## src/rtl/iob_wb2iob_pipe.sv

```systemverilog
// iob_wb2iob_pipe: pipelined Wishbone B4 slave to IOb master bridge with request FIFO and timeout.
module iob_wb2iob_pipe #(
  parameter int ADDR_W    = 32,
  parameter int DATA_W    = 32,
  parameter int REQ_DEPTH = 4,
  parameter int TIMEOUT   = 255
) (
  input  logic                clk_i,
  input  logic                arst_i,
  input  logic                wb_rst_i,
  input  logic [ADDR_W-1:0]   wb_adr_i,
  input  logic [DATA_W-1:0]   wb_dat_i,
  input  logic [DATA_W/8-1:0] wb_sel_i,
  input  logic                wb_we_i,
  input  logic                wb_cyc_i,
  input  logic                wb_stb_i,
  output logic                wb_stall_o,
  output logic                wb_ack_o,
  output logic                wb_err_o,
  output logic [DATA_W-1:0]   wb_dat_o,
  output logic                valid_o,
  output logic [ADDR_W-1:0]   address_o,
  output logic [DATA_W-1:0]   wdata_o,
  output logic [DATA_W/8-1:0] wstrb_o,
  input  logic [DATA_W-1:0]   rdata_i,
  input  logic                ready_i
);
  localparam int SW = DATA_W / 8;
  localparam int PW = $clog2(REQ_DEPTH);
  localparam int EW = ADDR_W + DATA_W + SW;
  localparam logic [15:0] TO = 16'(TIMEOUT);
  typedef enum logic [1:0] {IDLE, BUSY, ORPHAN} state_t;
  typedef struct packed {
    state_t            st;
    logic              abort;
    logic [15:0]       tcnt;
    logic [PW-1:0]     wptr;
    logic [PW-1:0]     rptr;
    logic [PW:0]       cnt;
    logic              valid;
    logic              ack;
    logic              err;
    logic [ADDR_W-1:0] adr;
    logic [DATA_W-1:0] wdata;
    logic [SW-1:0]     wstrb;
    logic [DATA_W-1:0] rdat;
  } regs_t;
  regs_t r_q, r_d;
  logic [EW-1:0] mem_q [REQ_DEPTH];
  logic [EW-1:0] in_e, src_e;
  logic push, empty, tmo, done, issue, flush, wr, rd;
  assign wb_stall_o = r_q.cnt == (PW+1)'(REQ_DEPTH);
  assign wb_ack_o   = r_q.ack;
  assign wb_err_o   = r_q.err;
  assign wb_dat_o   = r_q.rdat;
  assign valid_o    = r_q.valid;
  assign address_o  = r_q.adr;
  assign wdata_o    = r_q.wdata;
  assign wstrb_o    = r_q.wstrb;
  // An empty FIFO is bypassed so a request issues the cycle after acceptance;
  // a completing transfer hands the IOb port straight to the next request.
  always_comb begin
    in_e  = {wb_adr_i, wb_dat_i, wb_we_i ? wb_sel_i : SW'(0)};
    empty = r_q.cnt == '0;
    src_e = empty ? in_e : mem_q[r_q.rptr];
    push  = wb_cyc_i & wb_stb_i & ~wb_stall_o;
    tmo   = TO != 16'd0 && r_q.tcnt == TO;
    done  = r_q.st == BUSY && ready_i;
    issue = wb_cyc_i & (r_q.st == IDLE | done) & (~empty | push);
    flush = ~wb_cyc_i & (~empty | r_q.st != IDLE);
    wr    = push & ~(issue & empty);
    rd    = issue & ~empty;
    r_d = r_q;
    r_d.valid = issue;
    r_d.ack   = done & wb_cyc_i & ~r_q.abort;
    r_d.err   = r_q.st == BUSY & ~ready_i & tmo & wb_cyc_i & ~r_q.abort;
    r_d.rdat  = r_d.ack ? rdata_i : r_d.err ? '0 : r_q.rdat;
    r_d.wptr  = r_q.wptr + PW'(wr);
    r_d.rptr  = flush ? r_q.wptr : r_q.rptr + PW'(rd);
    r_d.cnt   = flush ? '0 : r_q.cnt + (PW+1)'(wr) - (PW+1)'(rd);
    r_d.st    = issue ? BUSY
              : r_q.st == BUSY ? (ready_i ? IDLE : tmo ? ORPHAN : BUSY)
              : r_q.st == ORPHAN ? ((ready_i | tmo) ? IDLE : ORPHAN)
              : IDLE;
    r_d.tcnt  = (!issue && r_d.st == r_q.st && r_q.st != IDLE) ? r_q.tcnt + 16'd1 : '0;
    r_d.abort = (issue || r_d.st == IDLE) ? 1'b0 : r_q.abort | ~wb_cyc_i;
    if (issue) {r_d.adr, r_d.wdata, r_d.wstrb} = src_e;
    if (wb_rst_i) r_d = '0;
  end
  always_ff @(posedge clk_i or posedge arst_i)
    if (arst_i) r_q <= '0;
    else r_q <= r_d;
  always_ff @(posedge clk_i)
    if (wr) mem_q[r_q.wptr] <= in_e;
endmodule
```

## config.mk

```make
export PLATFORM = sky130hd
export DESIGN_NAME = iob_wb2iob_pipe
export DESIGN_NICKNAME = d
export VERILOG_FILES = /design/src/rtl/iob_wb2iob_pipe.sv
export SDC_FILE = /design/constraint.sdc
export NUM_CORES = 1
export LEC_CHECK = 0
export ABC_AREA = 1
export CAP_MARGIN = 20
export CORE_MARGIN = 1
export CORE_UTILIZATION = 35
export DETAILED_ROUTE_END_ITERATION = 12
export PLACE_DENSITY = 0.63
export SLEW_MARGIN = 25
export SYNTH_ARGS = -nofsm -noshare
export SYNTH_HDL_FRONTEND = slang
export SYNTH_SLANG_ARGS = --single-unit
```

## constraint.sdc

```tcl
create_clock -name clk_i -period 4.2 [get_ports clk_i]
set_input_delay 0.63 -clock clk_i [delete_from_list [all_inputs] [get_ports clk_i]]
set_output_delay 0.63 -clock clk_i [all_outputs]
set_load 0.03 [all_outputs]
```

== Word-level counts from Yosys, hierarchy flattened ==
Memory sizes are Yosys's and may differ from the RTL's.
Cells that the tools add are included.

* Bits in registers: 129
* Memory bits (writable): 272
* Output and inout bits: 104
* Logic and storage cells: 78
* Memories kept: 1

{| class="wikitable"
|+ Memory list
! name !! words !! bits a word !! rd ports !! clocked after Yosys merged registers in !! write ports !! line !! text
|-
| mem_q || 4 || 68 || 1 || 0 || 1 || 49 || <nowiki>logic [EW-1:0] mem_q [REQ_DEPTH];</nowiki>
|}

* Reductions and logical operators: 11
* Add/subtract/negate cells: 5
* Multiplexer cells: 18
* Bitwise operators: 25
* Equality and inequality tests: 5

{| class="wikitable"
|+ Operator list
! cell !! count
|-
| $mux W68 || 2
|-
| $mux W129 || 1
|-
| $mux W32 || 2
|-
| $add A16 B1 Y16 const B || 1
|-
| $eq A16 B8 Y1 const B || 1
|-
| $mux W16 || 1
|-
| $and A1 B1 Y1 || 14
|-
| $mux W2 || 7
|-
| $not A1 Y1 || 6
|-
| $or A1 B1 Y1 || 5
|-
| $add A2 B1 Y2 || 2
|-
| $logic_not A2 Y1 || 2
|-
| $mux W4 || 1
|-
| $reduce_bool A2 Y1 || 2
|-
| $add A3 B1 Y3 || 1
|-
| $eq A3 B3 Y1 const B || 1
|-
| $logic_and A1 B1 Y1 || 3
|-
| $logic_not A3 Y1 || 1
|-
| $mux W1 || 3
|-
| $mux W3 || 1
|-
| $reduce_bool A3 Y1 || 1
|-
| $sub A3 B1 Y3 || 1
|-
| $eq A2 B1 Y1 const B || 1
|-
| $eq A2 B2 Y1 || 1
|-
| 3 further kinds || 3
|}

== Depth between registers and ports, before layout ==
Gate-level depths: netlist of the first run.

* Depth in word-level cells: 12
* Depth in mapped cells: 11
* Gate-level depth less buffers: 11

== Worst setup path before layout of the first run ==
Ideal clock, no wire load.

* Kind: input-to-reg
* From: input port ready_i
* To: memory mem_q[0][0] (netlist bit) (enable)
* Slack: -0.261 ns
* Cell stages on the path: 5
* Required time: 3.705 ns
* Path buffers: 0
* Data arrival time: 3.966 ns
* Cell sequence: o21ai_1 nor2_1 nand2_2 o21ai_1 nor2_1

* Word-level cells in the longest chain between the ends: 9

{| class="wikitable"
|+ Ends and longest elaborated chain
! what !! line !! text
|-
| from (decl) || 26 || <nowiki>input logic ready_i</nowiki>
|-
| $logic_and A1 B1 Y1 || 68 || <nowiki>done = r_q.st == BUSY && ready_i;</nowiki>
|-
| $or A1 B1 Y1 || 69 || <nowiki>issue = wb_cyc_i & (r_q.st == IDLE | done) & (~empty | push);</nowiki>
|-
| $and A1 B1 Y1 (2 in series) || 69 ||
|-
| $and A1 B1 Y1 || 71 || <nowiki>wr = push & ~(issue & empty);</nowiki>
|-
| $not A1 Y1 || 71 ||
|-
| $and A1 B1 Y1 || 71 ||
|-
| $mux W1 || 94 || <nowiki>if (wr) mem_q[r_q.wptr] <= in_e;</nowiki>
|-
| $mux W1 (implied by the code) || 94 ||
|-
| to (decl) || 49 ||
|}

No other way between the ends.

==> results of run 1 <==
[power groups by stage]
stage / sequential, mW / clock (mW) / combinational, mW
6_report: 4.86 / 4.04 / 3.62
5_1_grt: 4.90 / 4.31 / 4.01
4_1_cts: 4.86 / 4.16 / 3.68
3_5_place_dp: 4.93 / 0 / 3.67
3_3_place_gp: 4.93 / 0 / 3.64
2_1_floorplan: 4.85 / 0 / 2.70
[final cells by class]
class	instances	area (sq um)
Fill cell	4507	27380
Sequential cell	401	11400
Multi-Input combinational cell	1059	4521
Timing Repair Buffer	231	2285
Clock buffer	70	1333
Tap cell	615	769.5
Clock inverter	14	207.7
Inverter	36	145.1
Antenna cell	1	2.502
[synth_stat cells, types with 2 or more instances]
cell type,number,area [sq um]
dfrtp_1,129,3228
buf_6,3,33.78
nand3_1,245,1226
o21ai_0,7,35.03
buf_4,102,765.7
nor3b_1,2,15.01
a21oi_1,5,25.02
buf_1,9,33.78
inv_1,33,123.9
o21ai_1,2,10.01
nand4_1,2,12.51
clkbuf_1,25,93.84
ha_1,5,62.56
inv_2,3,11.26
edfxtp_1,272,8168
buf_2,45,225.2
xnor2_1,5,43.79
xor2_1,5,43.79
nor3_1,8,40.04
nor2_1,48,180.2
nor2_4,2,22.52
nand2_1,714,2680
[cell usage in the layout (no fill, tap or decap), drive strengths merged, types with 8 or more instances in the layout]
cell             n
nand2          715
nand3          245
inv             38
clkbuf          70
nor2            51
nor3             8
o21ai            9
dfrtp          129
clkdlybuf4s50  210
buf             21
edfxtp         272
[stage by stage]
step                power [mW]  instance area [sq um]
finish                   12.51                  20670
global route             13.22                  20670
CTS                      12.70                  20660
detailed placement       8.609                  19120
global placement         8.562                  19120
floorplan                7.550                  17160
[worst register-to-register path, stage by stage (launching register included)]
cell and delay (ns):
dfrtp_1 0.41, nor2_1 0.30, nand2_4 0.32, o21ai_1 0.22, buf_4 0.22, ha_1 0.14, inv_1 0.04, ha_1 0.19
fa_1 0.42, nor3_1 0.25, nor3_1 0.08
[routing by layer]
layer  track usage, %  up-vias
li1                 -     5646
met1            21.64     5649
met5                0        -
met4            4.817        0
met3            2.818       46
met2            27.67      275
[flip-flops by register name, summed over array words and instances (netlist names)]
register   cells
wb_ack_o       1
wb_err_o       1
valid_o        1
address_o     32
wdata_o       32
wstrb_o        4
mem_q        272
r_q           26
wb_dat_o      32
[cells by family (layout without fill, tap and decap cells)]
| kind of cell | Yosys count | count (layout) | share of synthesized area [%] |
|---|---|---|---|
| other | 0 | 1 | 0 |
| buffers and inverters | 220 | 351 | 7.503 |
| XOR/XNOR | 10 | 10 | 0.5104 |
| AND/OR/NAND/NOR | 1026 | 1026 | 24.56 |
| adder cells (fa/ha/maj) | 6 | 6 | 0.4812 |
| flip-flops | 401 | 401 | 66.41 |
| AO/OA/AOI/OAI | 17 | 17 | 0.5323 |
[final timing paths]
| check | startpoint | end | slack [ns] | depth (start not counted) |
|---|---|---|---|---|
| setup reg to reg | r_q[104] | r_q[105] | 1.49 | 10 |
| setup / recovery | r_q[104] | r_q[105] | 1.49 | 10 |
| max in group asynchronous | arst_i | address_o[14] | 2.71 | 3 |
| hold / removal | r_q[110] | r_q[110] | 0.46 | 1 |
| min in group asynchronous | arst_i | wb_dat_o[1] | 0.62 | 2 |
| hold reg to reg | r_q[110] | r_q[110] | 0.46 | 1 |
==> metrics.yaml, run 1 <==
cts:
  cts.sinks: 401
  htreeDepth: 2
  cts_resized: 0
  cts_setup_buffers: 0
  cts_tree: "built"
  clkLatencyLatePin_ns: 0.56
  cts_root_buf: "clkbuf_16"
  postCtsHoldBufs: 0
  clk_pin_slew_ns: 0.06
  ctsLongestPathBuffers: 3
  numCtsBuffers: 45
power:
  p_per_area_mw_per_mm2: 605.5
  peakVddDrop_mv: 0.3221
  power_frac_seq_pct: 38.8
  leakage_nw: 8.554
  p_switching_mw: 4.220
  pwr-share-clk_pct: 32.3
  switching_share_pct: 33.72
  pwr-share-comb_pct: 28.9
  p_int_mw: 8.293
setup_path:
  cp-start-kind: "register"
  critical_path_class: "register to register"
  max_stage_delay_ns: 0.42
  path_buf_inv: 2
  critPathRequiredTime_ns: 4.64
  crit_chain: "nor2_1, nand2_4, o21ai_1, buf_4, ha_1, inv_1, ha_1, fa_1, nor3_1, nor3_1"
  cpMaxStageDelayCell: "fa_1"
  cp.arrival_ns: 3.14
  critPathMaxFanout: 31
  critPathCaptureType: "register"
  path_delay_family: "simple AND/OR/NAND/NOR gates"
timing:
  tns_ns: 0
  skew_ns: 0.008676
  slew_viol_final: 0
  fin_crit_ns: 2.706
  worstMarginPinSlew_ns: 1.046
  holdWs_ns: 0.4588
  rsz0062_at_grt: "false"
  period_share_pct: 64.43
  final-hold-violation-count: 0
  max_slew_margin_pct: 30.28
  layout_setup_ws_ns: 1.494
  finalSetupViolCount: 0
  fmax_mhz: 369.6
synth:
  avgSynthCellArea_sq_um: 10.21
  synth-async-reset-ratio_pct: 32.17
  synth_ff_type: "edfxtp_1"
  synth_nets: 1793
  synth_area_sq_mm: 0.01716
  synth_cells: 1680
  ys_types: 31
  ys_ff_latch: 401
  yosysWarningCount: 0
  synth-seq-area-share_pct: 66.41
  synth_edf_count: 272
final_layout:
  drive_gt1_share_pct: 5.908
  nNetsFinal: 1887
  instances_no_fill: 2427
  areaGrowthSynthToFinish_pct: 20.43
  final_core_utilization_pct: 43.01
placed_design:
  dp_cells: 2342
  dpl.hpwl_um: 23520
  numPortBuffers: 210
  dpl_worst_slack_ns: 0.9841
  place.gp.congestion: 0.7870
floorplan:
  die_width_um: 223.4
  num_rows: 80
  coreArea_sq_mm: 0.04805
  dieArea_sq_mm: 0.04992
  ios: 211
  die_h_um: 223.4
  initial_core_util_pct: 35.72
routing:
  vias_per_cell: 4.786
  wirelength_um: 40960
  met3_length_um: 2066
  post-route-drc-count: 0
  dr.pass1.iters: 5
  top_layer_used: "met4"
  wirelength_met1_um: 18090
  drt_iter0_drc: 874
  antenna_left: 0
  wl_per_cell_um: 16.88
  wl_met2_um: 20120
  num_vias: 11620
job:
  cap_violations: 0
global_route:
  grt_pass1_vias: 11250
  grt_max_degree: 111
  grt_pass1_wl_um: 63670
  grt_use_total_pct: 16.41
  antenna_found_initial: 1
  grt_overflow_total: 0
worst_hold_path:
  min_path_type: "register to register"
outcome:
  status: "completed"
Power figures use the tool's default switching activity.
==> run 2: changes to the inputs <==
PLACE_DENSITY = 0.61   (was 0.63)
clock period = 2.5 ns   (was 4.2 ns; I/O delays follow)
==> run 2 against run 1 <==
  * Sequential share of layout area shrank 0.88 points
  * Critical path depth shrank 8
  * Worst hold slack lost 0.11 ns
  * Clock skew grew 0.012 ns
  * Worst setup slack lost 1.3 ns
  * Die area is the same
  * Via count is essentially flat
  * First-iteration DRC count grew 7.6%
  * Cell count grew 0.49%
==> metrics.yaml, run 2 (synthesis gave the netlist of run 1 again) <==
placed_design:
  placed_area_sq_mm: 0.01939
  place.gp.congestion: 0.7455
  dpl.hpwl_um: 23330
  numPortBuffers: 210
  dp_cells: 2355
worst_hold_path:
  min_from: "rdata_i[18]"
  min_path_type: "primary input to register"
  holdPathStages: 3
final_layout:
  layout_common_cells: "nand2_1, edfxtp_1, nand3_1, clkdlybuf4s50_1, dfrtp_1"
  diodes: 0
  drive_gt1_share_pct: 6.853
  seqCellArea_sq_mm: 0.01140
  multi_input_area_sq_mm: 0.004521
  final_core_utilization_pct: 43.71
  nNetsFinal: 1900
  areaGrowthSynthToFinish_pct: 22.39
  largest_register_ffs: 272
  nFillCells: 4561
  largest-register: "mem_q"
  final_common_cell: "nand2_1"
  final_area_sq_mm: 0.02100
  instances_no_fill: 2439
power:
  p_per_area_mw_per_mm2: 1023
  leakage_nw: 8.696
  peakVddDrop_mv: 0.5832
setup_path:
  cp-start-kind: "register"
  critPathMaxFanout: 3
  critical_path_class: "register to output port"
  r2r_cells: 10
  startpoint: "r_q[103]"
  cp.arrival_ns: 1.95
  critPathRequiredTime_ns: 2.12
  rr_startpoint: "r_q[104]"
  critPathCaptureType: "output port"
timing:
  fin_crit_ns: 2.329
  finalSetupViolCount: 0
  fmax_mhz: 429.3
  final-hold-violation-count: 0
  worstMarginPinSlew_ns: 1.044
  rsz0062_at_grt: "false"
  slew_viol_final: 0
  holdWs_ns: 0.3532
  max_slew_margin_pct: 30.40
  skew_ns: 0.02031
  period_share_pct: 93.16
floorplan:
  num_rows: 80
  ios: 211
  initial_core_util_pct: 35.72
  die_width_um: 223.4
  dieArea_sq_mm: 0.04992
  die_h_um: 223.4
  coreArea_sq_mm: 0.04805
cts:
  clkLatencyLatePin_ns: 0.57
  cts_root_buf: "clkbuf_16"
  numCtsBuffers: 45
  cts.sinks: 401
  ctsLongestPathBuffers: 3
  postCtsHoldBufs: 0
  cts_tree: "built"
  cts_resized: 0
  clk_pin_slew_ns: 0.06
  cts_setup_buffers: 0
  htreeDepth: 2
routing:
  vias_per_cell: 4.766
  antenna_left: 0
  dr.pass1.iters: 5
  wirelength_um: 41050
  post-route-drc-count: 0
  wl_per_cell_um: 16.83
  num_vias: 11620
  drt_iter0_drc: 940
global_route:
  grt_use_total_pct: 16.53
  grt_pass1_wl_um: 64430
  grt_overflow_total: 0
  grt_pass1_vias: 11530
  antenna_found_initial: 2
  grt_max_degree: 138
outcome:
  status: "completed"
job:
  cap_violations: 0
==> run 2: cell type report <==
cell class              instances  area share (%)
clock buffers                  54           5.820
clock inverters                30           1.841
inverters                      36          0.6791
multi-input cells            1059           21.52
flip-flops and latches        401           54.30
well taps                     615           3.664
repair buffers                244           12.18
==> run 2: power by group <==
part | internal [mW] | switching, mW | leakage (nW)
Combinational | 2.10 | 4.22 | 3.67
Clock | 4.42 | 2.67 | 0.785
Sequential | 7.78 | 0.293 | 4.24
Total | 14.3 | 7.18 | 8.70
==> run 2: layer usage <==
metal	part of all wire, %	vias up	track usage [%]
met3	5.6	52	3.411
li1	-	5673	-
met2	50	311	28.83
met4	1.8	4	3.977
met5	0.066	-	0
met1	42	5584	20.91
==> run 2: worst paths after layout <==
check                                to  slack (ns)
max in group asynchronous      r_q[107]        1.52
setup / recovery             wb_stall_o        0.17
setup reg to reg               r_q[105]        0.30
hold / removal             wb_dat_o[18]        0.35
min in group asynchronous  wb_dat_o[30]        0.38
hold reg to reg                r_q[110]        0.46
==> run 2: critical path, cell delays in order (launching register included) <==
cell             delay [ns]
dfrtp_1                0.40
nor3_1                 0.25
clkdlybuf4s50_1        0.74
==> run 2: per-stage QoR <==
stage / TNS [ns] / power (mW) / setup WS (ns)
floorplan: -174.17 / 12.68 / -0.6393
global placement: -0.02703 / 14.58 / -0.02703
detailed placement: -0.02446 / 14.66 / -0.02446
CTS: 0 / 21.86 / 0.1178
global route: 0 / 22.71 / 0.04280
finish: 0 / 21.49 / 0.1709
==> run 3: changes to the inputs <==
CORE_MARGIN = 5   (was 1)
==> run 3 against run 2 <==
  * Register-to-register slack hardly changed
  * Clock skew is 0.0034 ns lower
  * Clock-buffer cell count is 6 higher
  * Die area is 7.3% higher
  * Global-route usage is 0.85 points lower
  * Critical path type unchanged
  * Critical endpoint unchanged
  * Largest cell class unchanged
  * Highest routed layer unchanged
==> metrics.yaml, run 3 (synthesis gave the netlist of run 1 again) <==
outcome:
  status: "completed"
final_layout:
  final_area_sq_mm: 0.02099
  largest-register: "mem_q"
  drive_gt1_share_pct: 6.586
  nFillCells: 4595
  nNetsFinal: 1901
  areaGrowthSynthToFinish_pct: 22.31
  final_core_utilization_pct: 43.06
  final_common_cell: "nand2_1"
  layout_common_cells: "nand2_1, edfxtp_1, nand3_1, clkdlybuf4s50_1, dfrtp_1"
  largest_register_ffs: 272
setup_path:
  critPathCaptureType: "output port"
  path_buf_inv: 1
  startpoint: "r_q[104]"
  cp.arrival_ns: 1.97
  critical_path_class: "register to output port"
  r2r_cells: 10
  crit_chain: "nor3_1, clkdlybuf4s50_1"
  cpMaxStageDelayCell: "clkdlybuf4s50_1"
  cp-start-kind: "register"
  max_stage_delay_ns: 0.74
  rrSetupSlack_ns: 0.30
  critPathRequiredTime_ns: 2.12
  critPathMaxFanout: 4
  path_delay_family: "buffers and inverters"
  rr_startpoint: "r_q[104]"
  r2r-end: "r_q[105]"
cts:
  htreeDepth: 2
  postCtsHoldBufs: 0
  numCtsBuffers: 45
  cts_resized: 0
  ctsLongestPathBuffers: 3
  cts.sinks: 401
  clkLatencyLatePin_ns: 0.56
  cts_tree: "built"
  cts_root_buf: "clkbuf_16"
  cts_setup_buffers: 0
  clk_pin_slew_ns: 0.06
floorplan:
  initial_core_util_pct: 35.20
  die_h_um: 231.4
  ios: 211
  die_width_um: 231.4
  num_rows: 81
  dieArea_sq_mm: 0.05356
  coreArea_sq_mm: 0.04875
power:
  leakage_nw: 8.641
  p_per_area_mw_per_mm2: 1013
  peakVddDrop_mv: 0.7892
routing:
  num_vias: 11590
  vias_per_cell: 4.657
  drt_iter0_drc: 686
  post-route-drc-count: 0
  wirelength_um: 42400
  dr.pass1.iters: 5
  wl_per_cell_um: 17.04
  antenna_left: 0
placed_design:
  dpl_worst_slack_ns: -0.02452
  numPortBuffers: 210
  dpl.hpwl_um: 24360
  place.gp.congestion: 0.7674
  placed_area_sq_mm: 0.01945
timing:
  period_share_pct: 93.68
  finalSetupViolCount: 0
  final-hold-violation-count: 0
  worstMarginPinSlew_ns: 1.055
  fin_crit_ns: 2.342
  slew_viol_final: 0
  max_slew_margin_pct: 29.67
  skew_ns: 0.01689
  rsz0062_at_grt: "false"
  layout_setup_ws_ns: 0.1580
  fmax_mhz: 427.0
global_route:
  grt_pass1_vias: 11600
  antenna_found_initial: 4
  grt_use_total_pct: 15.67
  grt_pass1_wl_um: 66160
  grt_max_degree: 100
  grt_overflow_total: 0
job:
  cap_violations: 0
worst_hold_path:
  min_path_type: "primary input to async pin"
==> run 3: area by class of cell <==
type / count / area (sq um) / share of cell area (%)
sequential: 401 / 11400 / 54.33
multi-input combinational: 1059 / 4521 / 21.54
timing repair buffer: 245 / 2552 / 12.16
clock buffer: 60 / 1242 / 5.920
tap: 664 / 830.8 / 3.958
clock inverter: 21 / 292.8 / 1.395
inverter: 36 / 141.4 / 0.6736
antenna: 2 / 5.005 / 0.02384
==> run 3: worst max-delay path by stage <==
stage                  endpoint  cells after the start  slack [ns]
finish               wb_stall_o                      2        0.16
CTS                  wb_stall_o                      2        0.13
global placement       r_q[105]                     11       -0.02
floorplan           mem_q[3][0]                      5       -0.64
detailed placement     r_q[105]                     11       -0.02
global route         wb_stall_o                      2        0.05
==> run 3: power breakdown <==
| part | leakage, nW | switching [mW] | internal (mW) | total, mW |
|---|---|---|---|---|
| clock | 0.728 | 2.64 | 4.21 | 6.86 |
| sequential | 4.24 | 0.314 | 7.79 | 8.10 |
| combinational | 3.68 | 4.23 | 2.08 | 6.32 |
==> run 3: through the flow <==
| step | hold WS [ns] | total power [mW] | instances | TNS, ns |
|---|---|---|---|---|
| global placement | 0.4532 | 14.58 | 2405 | -0.01866 |
| detailed placement | 0.4592 | 14.66 | 2405 | -0.02452 |
| floorplan | 0.4322 | 12.68 | 1680 | -174.17 |
| finish | 0.3046 | 21.27 | 2488 | 0 |
| global route | 0.3358 | 22.48 | 2488 | 0 |
| CTS | 0.3017 | 21.59 | 2486 | 0 |
==> run 3: worst reg2reg max path, stage by stage (launching register included) <==
cell	delay, ns
dfrtp_1	0.41
nor2_1	0.27
nand2_4	0.09
inv_2	0.06
nor3_1	0.05
ha_1	0.29
inv_1	0.04
ha_1	0.19
fa_1	0.41
nor3_1	0.20
nor3_1	0.07
==> run 3: per-layer routing <==
metal / wire length (um) / vias to the layer above / track usage [%]
li1: - / 5669 / -
met1: 18080 / 5608 / 19.61
met2: 21110 / 241 / 27.10
met3: 2095 / 65 / 3.087
met4: 1078 / 4 / 5.684
met5: 32 / - / 0
==> variant 1: new RTL, config.mk and constraints of run 3 <==
The parameter `ADDR_W` goes from 32 to 64.
--- a/src/rtl/iob_wb2iob_pipe.sv
+++ b/src/rtl/iob_wb2iob_pipe.sv
@@ -1,6 +1,6 @@
 // iob_wb2iob_pipe: pipelined Wishbone B4 slave to IOb master bridge with request FIFO and timeout.
 module iob_wb2iob_pipe #(
-  parameter int ADDR_W    = 32,
+  parameter int ADDR_W    = 64,
   parameter int DATA_W    = 32,
   parameter int REQ_DEPTH = 4,
   parameter int TIMEOUT   = 255
Ports: changed (resized address_o and wb_adr_i); port bits go from 211 to 275. No check against the original RTL was run, so the function may have changed too.
==> variant 1 against run 3 <==
Synthesized cell count up 25%; critical path depth up 8; total power up 35%; design area up 37%; routed wire length up 39%; combinational power up 33%; first-iteration DRC count up 48%; sequential cell count up 160; sequential power up 42%; maximum frequency up 2.8%; synthesized area up 37%; count of clock-buffer cells in the layout up 17; sequential share of layout area up 1.3 points; worst setup slack better by 0.065 ns.
==> variant 1: results (changes against run 3) <==
status:
  run_status: "finished, final reports clean"
placed_design:
  place.gp.congestion: 0.818  # +6.5%
  hpwlAfterDp_mm: 37.6  # +54%
  post-place-ws_ns: -0.144  # -0.120 ns
  place_inst: 3057  # +27%
  place_area_sq_mm: 0.0269  # +38%
  portBuffers: 274  # +30%
power:
  pg_clk_mw: 8.78  # +28%
  combinationalPower_mw: 8.40  # +33%
  p_int_mw: 19.0  # +35%
  irDropWorstVdd_mv: 0.625  # -21%
  power.leakage_nw: 11.3  # +31%
  p_sw_frac: 0.338  # about the same
global_route:
  grt_pass1_wl_mm: 93.5  # +41%
  grt_max_degree: 126  # +26%
  grt_pass1_vias: 16000  # +38%
  grt_use_total: 0.159  # +0.00238
  antenna_found_initial: 8  # +4
worst_setup_path:
  worst-path-max-fanout: 4  # unchanged
  crit_path_start: "r_q[136]$_DFF_PP0_"
  worst_path_max_delay_cell: "dfrtp_1"
  reg2reg_to: "r_q[137]$_DFF_PP0_"
  regToRegSetupSlack_ns: 0.22  # -0.08 ns
  critPathKind: "flip-flop to flip-flop"
  max_stage_delay_ns: 0.46  # -0.28 ns
  critical_path_arrival_ns: 2.76  # +0.79 ns
clock_network:
  clkLatencyLatePin_ns: 0.61  # +0.05 ns
  clock_path_buffers: 3  # unchanged
  cts-buffers-inserted: 59  # +31%
yosys:
  yosys-top-cells-area: "edfxtp_1 51%, dfrtp_1 17%, nand2_1 11%"
  yosysMostFrequentCell: "nand2_1"
  netlist_top_cells_count: "705 x nand2_1, 400 x edfxtp_1, 192 x o211ai_1"
  ys_types: 28  # -9.7%
  syn_avg_cell_area_sq_um: 11.3  # +10%
  synthesis.nets: 2239  # +25%
  synth_edf_count: 400  # +47%
  async_reset_ff_frac: 0.287  # -0.0347
  ys_seq_area_frac: 0.681  # +0.0165
timing:
  relSlewSlack: 0.403  # +0.106
  fin_skew_ns: 0.0202  # +0.00331 ns
  worst_slack_ns: 0.223  # +0.0647 ns
  worst_hold_slack_ns: 0.201  # -0.103 ns
route:
  via_per_inst: 4.87  # +4.5%
  post_drt_wl_per_cell_um: 18.6  # +9.2%
  drtIter0Drc: 1012  # +48%
cells_and_area:
  num-nets-final: 2390  # +26%
  drive_gt1_frac: 0.0789  # +0.0130
  final_cell_count_no_fill: 3171  # +27%
  largest_reg_flops: 400  # +47%
hold_path:
  min_path_type: "primary input to async pin"
[variant 1: changes by cell type in the layout (fill, tap and decap cells not counted), moves of 5 or more]
cell and delta:
nor2_1 +91, clkinv_1 +7, nand3_1 -191, o211ai_1 +192
o21ai_0 +96, edfxtp_1 +128, dfrtp_1 +32, clkinv_2 +10
nor3_4 +5, buf_12 +20, clkdlybuf4s50_1 +63, clkbuf_16 +17
nand2_1 -9, buf_4 +12
[variant 1: area by class of cell]
| type | instances | area, sq um |
|---|---|---|
| clock inverter | 34 | 328 |
| inverter | 38 | 156 |
| timing repair buffer | 341 | 3690 |
| tap | 873 | 1090 |
| fill | 6231 | 38200 |
| clock buffer | 77 | 1630 |
| multi-input combinational | 1244 | 5910 |
| sequential | 561 | 16000 |
| antenna | 3 | 7.51 |
[variant 1: repair_timing]
item                                    CTS  global route
endpoints found under the setup margin    0             1
hold buffers                              0             0
gates resized for setup                   0             3
[variant 1: kinds of logic (layout without fill, tap and decap cells)]
logic type	Yosys count	after routing	synth area share
flops	561	561	0.681
simple gates	921	921	0.152
xor+xnor	12	12	0.00446
other cells	0	3	0
buf+inv	289	490	0.0737
compound gates	305	305	0.0854
fa+ha+maj	6	6	0.00350
[variant 1: critical path, delay by kind of cell (launching register included)]
family | cells | cell delay [ns]
buffers and inverters | 2 | 0.13
AND/OR/NAND/NOR | 5 | 0.65
flip-flops | 1 | 0.46
adder cells (fa/ha/maj) | 3 | 0.91
[variant 1: per-layer routing]
| metal | global-route usage | vias to the layer above | share of wire |
|---|---|---|---|
| met2 | 0.269 | 375 | 0.49 |
| li1 | - | 7396 | - |
| met4 | 0.0461 | 8 | 0.020 |
| met5 | 0 | - | 0.00086 |
| met1 | 0.202 | 7566 | 0.43 |
| met3 | 0.0430 | 83 | 0.067 |
==> variant 2: new RTL, settings of run 3 <==
Made on the original files. Reset style: synchronous (`arst_i`), changed in one clocked block.
--- a/src/rtl/iob_wb2iob_pipe.sv
+++ b/src/rtl/iob_wb2iob_pipe.sv
@@ -87,7 +87,7 @@
     if (issue) {r_d.adr, r_d.wdata, r_d.wstrb} = src_e;
     if (wb_rst_i) r_d = '0;
   end
-  always_ff @(posedge clk_i or posedge arst_i)
+  always_ff @(posedge clk_i)
     if (arst_i) r_q <= '0;
     else r_q <= r_d;
   always_ff @(posedge clk_i)
Behaviour: differs if arst_i is asserted again (counterexample within 4 cycles, from zero or initial values and one cycle with arst_i high); with arst_i held inactive, the same outputs for 4 cycles.
==> variant 2 against run 3 <==
Synthesized area decreased by 3.4%; routed wire length decreased by 8.0%; global-route usage decreased by 0.87 points; die area decreased by 3.3%; maximum frequency increased by 3.4%; sequential cell count unchanged; design area decreased by 3.7%; worst setup slack improved by 0.077 ns; via count decreased by 9.2%; critical path depth increased by 2; final cell count decreased by 12%; hold slack improved by 0.070 ns; critical endpoint unchanged.
Power is not compared: it rests on default switching activity, and its combinational part moved more than twofold at a synthesized area within 25%.
==> variant 2: results (changes against run 3) <==
clock_network:
  cts-buffers-inserted: 43  # -4.4%
  clk_pin_slew_ns: 0.06  # about the same
yosys:
  ys_seq_area_frac: 0.649  # -0.0153
  yosys-top-cells-area: "edfxtp_1 49%, dfxtp_1 16%, o21ai_0 5.0%"
  synthesis.nets: 1553  # -13%
  ys_types: 37  # +19%
  async_reset_ff_frac: 0  # -0.322
  netlist_top_cells_count: "272 x edfxtp_1, 167 x o21ai_0, 159 x nor2_1"
worst_setup_path:
  max_stage_delay_ns: 0.67  # -0.07 ns
placed_design:
  hpwlAfterDp_mm: 23.0  # -5.6%
  place_area_sq_mm: 0.0187  # -3.9%
  place_inst: 2113  # -12%
  post-place-ws_ns: -0.298  # -0.274 ns
  place.gp.congestion: 0.758  # -1.2%
route:
  wl_met1_mm: 16.8  # -7.0%
  drtIter0Drc: 664  # -3.2%
  post_drt_wl_per_cell_um: 17.8  # +4.3%
  drt-total-wl_mm: 39.0  # -8.0%
  via_per_inst: 4.79  # +2.8%
  met3_length_mm: 3.18  # +52%
status:
  run_status: "finished, final reports clean"
cells_and_area:
  num-nets-final: 1664  # -12%
  drive_gt1_frac: 0.165  # +0.0987
global_route:
  grt_max_degree: 138  # +38%
  grt_pass1_vias: 10500  # -9.5%
  grt_pass1_wl_mm: 60.1  # -9.2%
  grt_use_total: 0.148  # -0.00869
timing:
  setup_viol: 0  # unchanged
  relSlewSlack: 0.482  # +0.185
  fin_skew_ns: 0.0196  # +0.00266 ns
-- variant 2: cell types whose count changed after synthesis, sizes merged, moves of 122 or more --
cell and change:
nand2 -544, o21ai +276, nand3 -235, dfrtp -129
dfxtp +129, nor2 +122
-- variant 2: logic make-up (layout without fill, tap and decap cells) --
group                      after synthesis  count (layout)  share of synthesized area
AOI/OAI and AO/OA                      360             360                      0.122
xor gates and xnor gates                17              17                    0.00899
adders and majority gates                6               6                    0.00498
buffers and inverters                  223             369                     0.0860
DFF                                    401             401                      0.649
muxes                                   23              23                     0.0139
other                                    0               3                          0
and+or+nand+nor                        410             410                      0.116
-- variant 2: path summary, 6_finish.rpt --
kind	endpoint	depth (start not counted)	slack (ns)	startpoint
setup / recovery	wb_stall_o	4	0.23	r_q[104]$_SDFF_PP0_
hold / removal	wb_dat_o[31]$_SDFFE_PP0P_	3	0.37	rdata_i[31]
setup reg to reg	r_q[105]$_SDFF_PP0_	11	0.33	r_q[104]$_SDFF_PP0_
hold reg to reg	r_q[110]$_SDFF_PP0_	1	0.45	r_q[110]$_SDFF_PP0_
-- variant 2: area by class of cell --
cell class	instances	area (sq um)
Antenna cell	3	7.51
Clock buffer	57	1200
Clock inverter	23	313
Fill cell	4361	26400
Inverter	44	175
Multi-Input combinational cell	816	4470
Sequential cell	401	10800
Tap cell	607	759
Timing Repair Buffer	245	2530
-- variant 2: critical path, delay by kind of cell, from the launching register on --
family | cells | cell delay (ns)
simple gates | 2 | 0.22
buf+inv | 2 | 0.74
flops | 1 | 0.37
-- variant 2: routing by layer --
layer,track usage,vias to the layer above
met5,0,-
met4,0.0490,2
met3,0.0502,56
met2,0.239,288
met1,0.188,5028
li1,-,5142
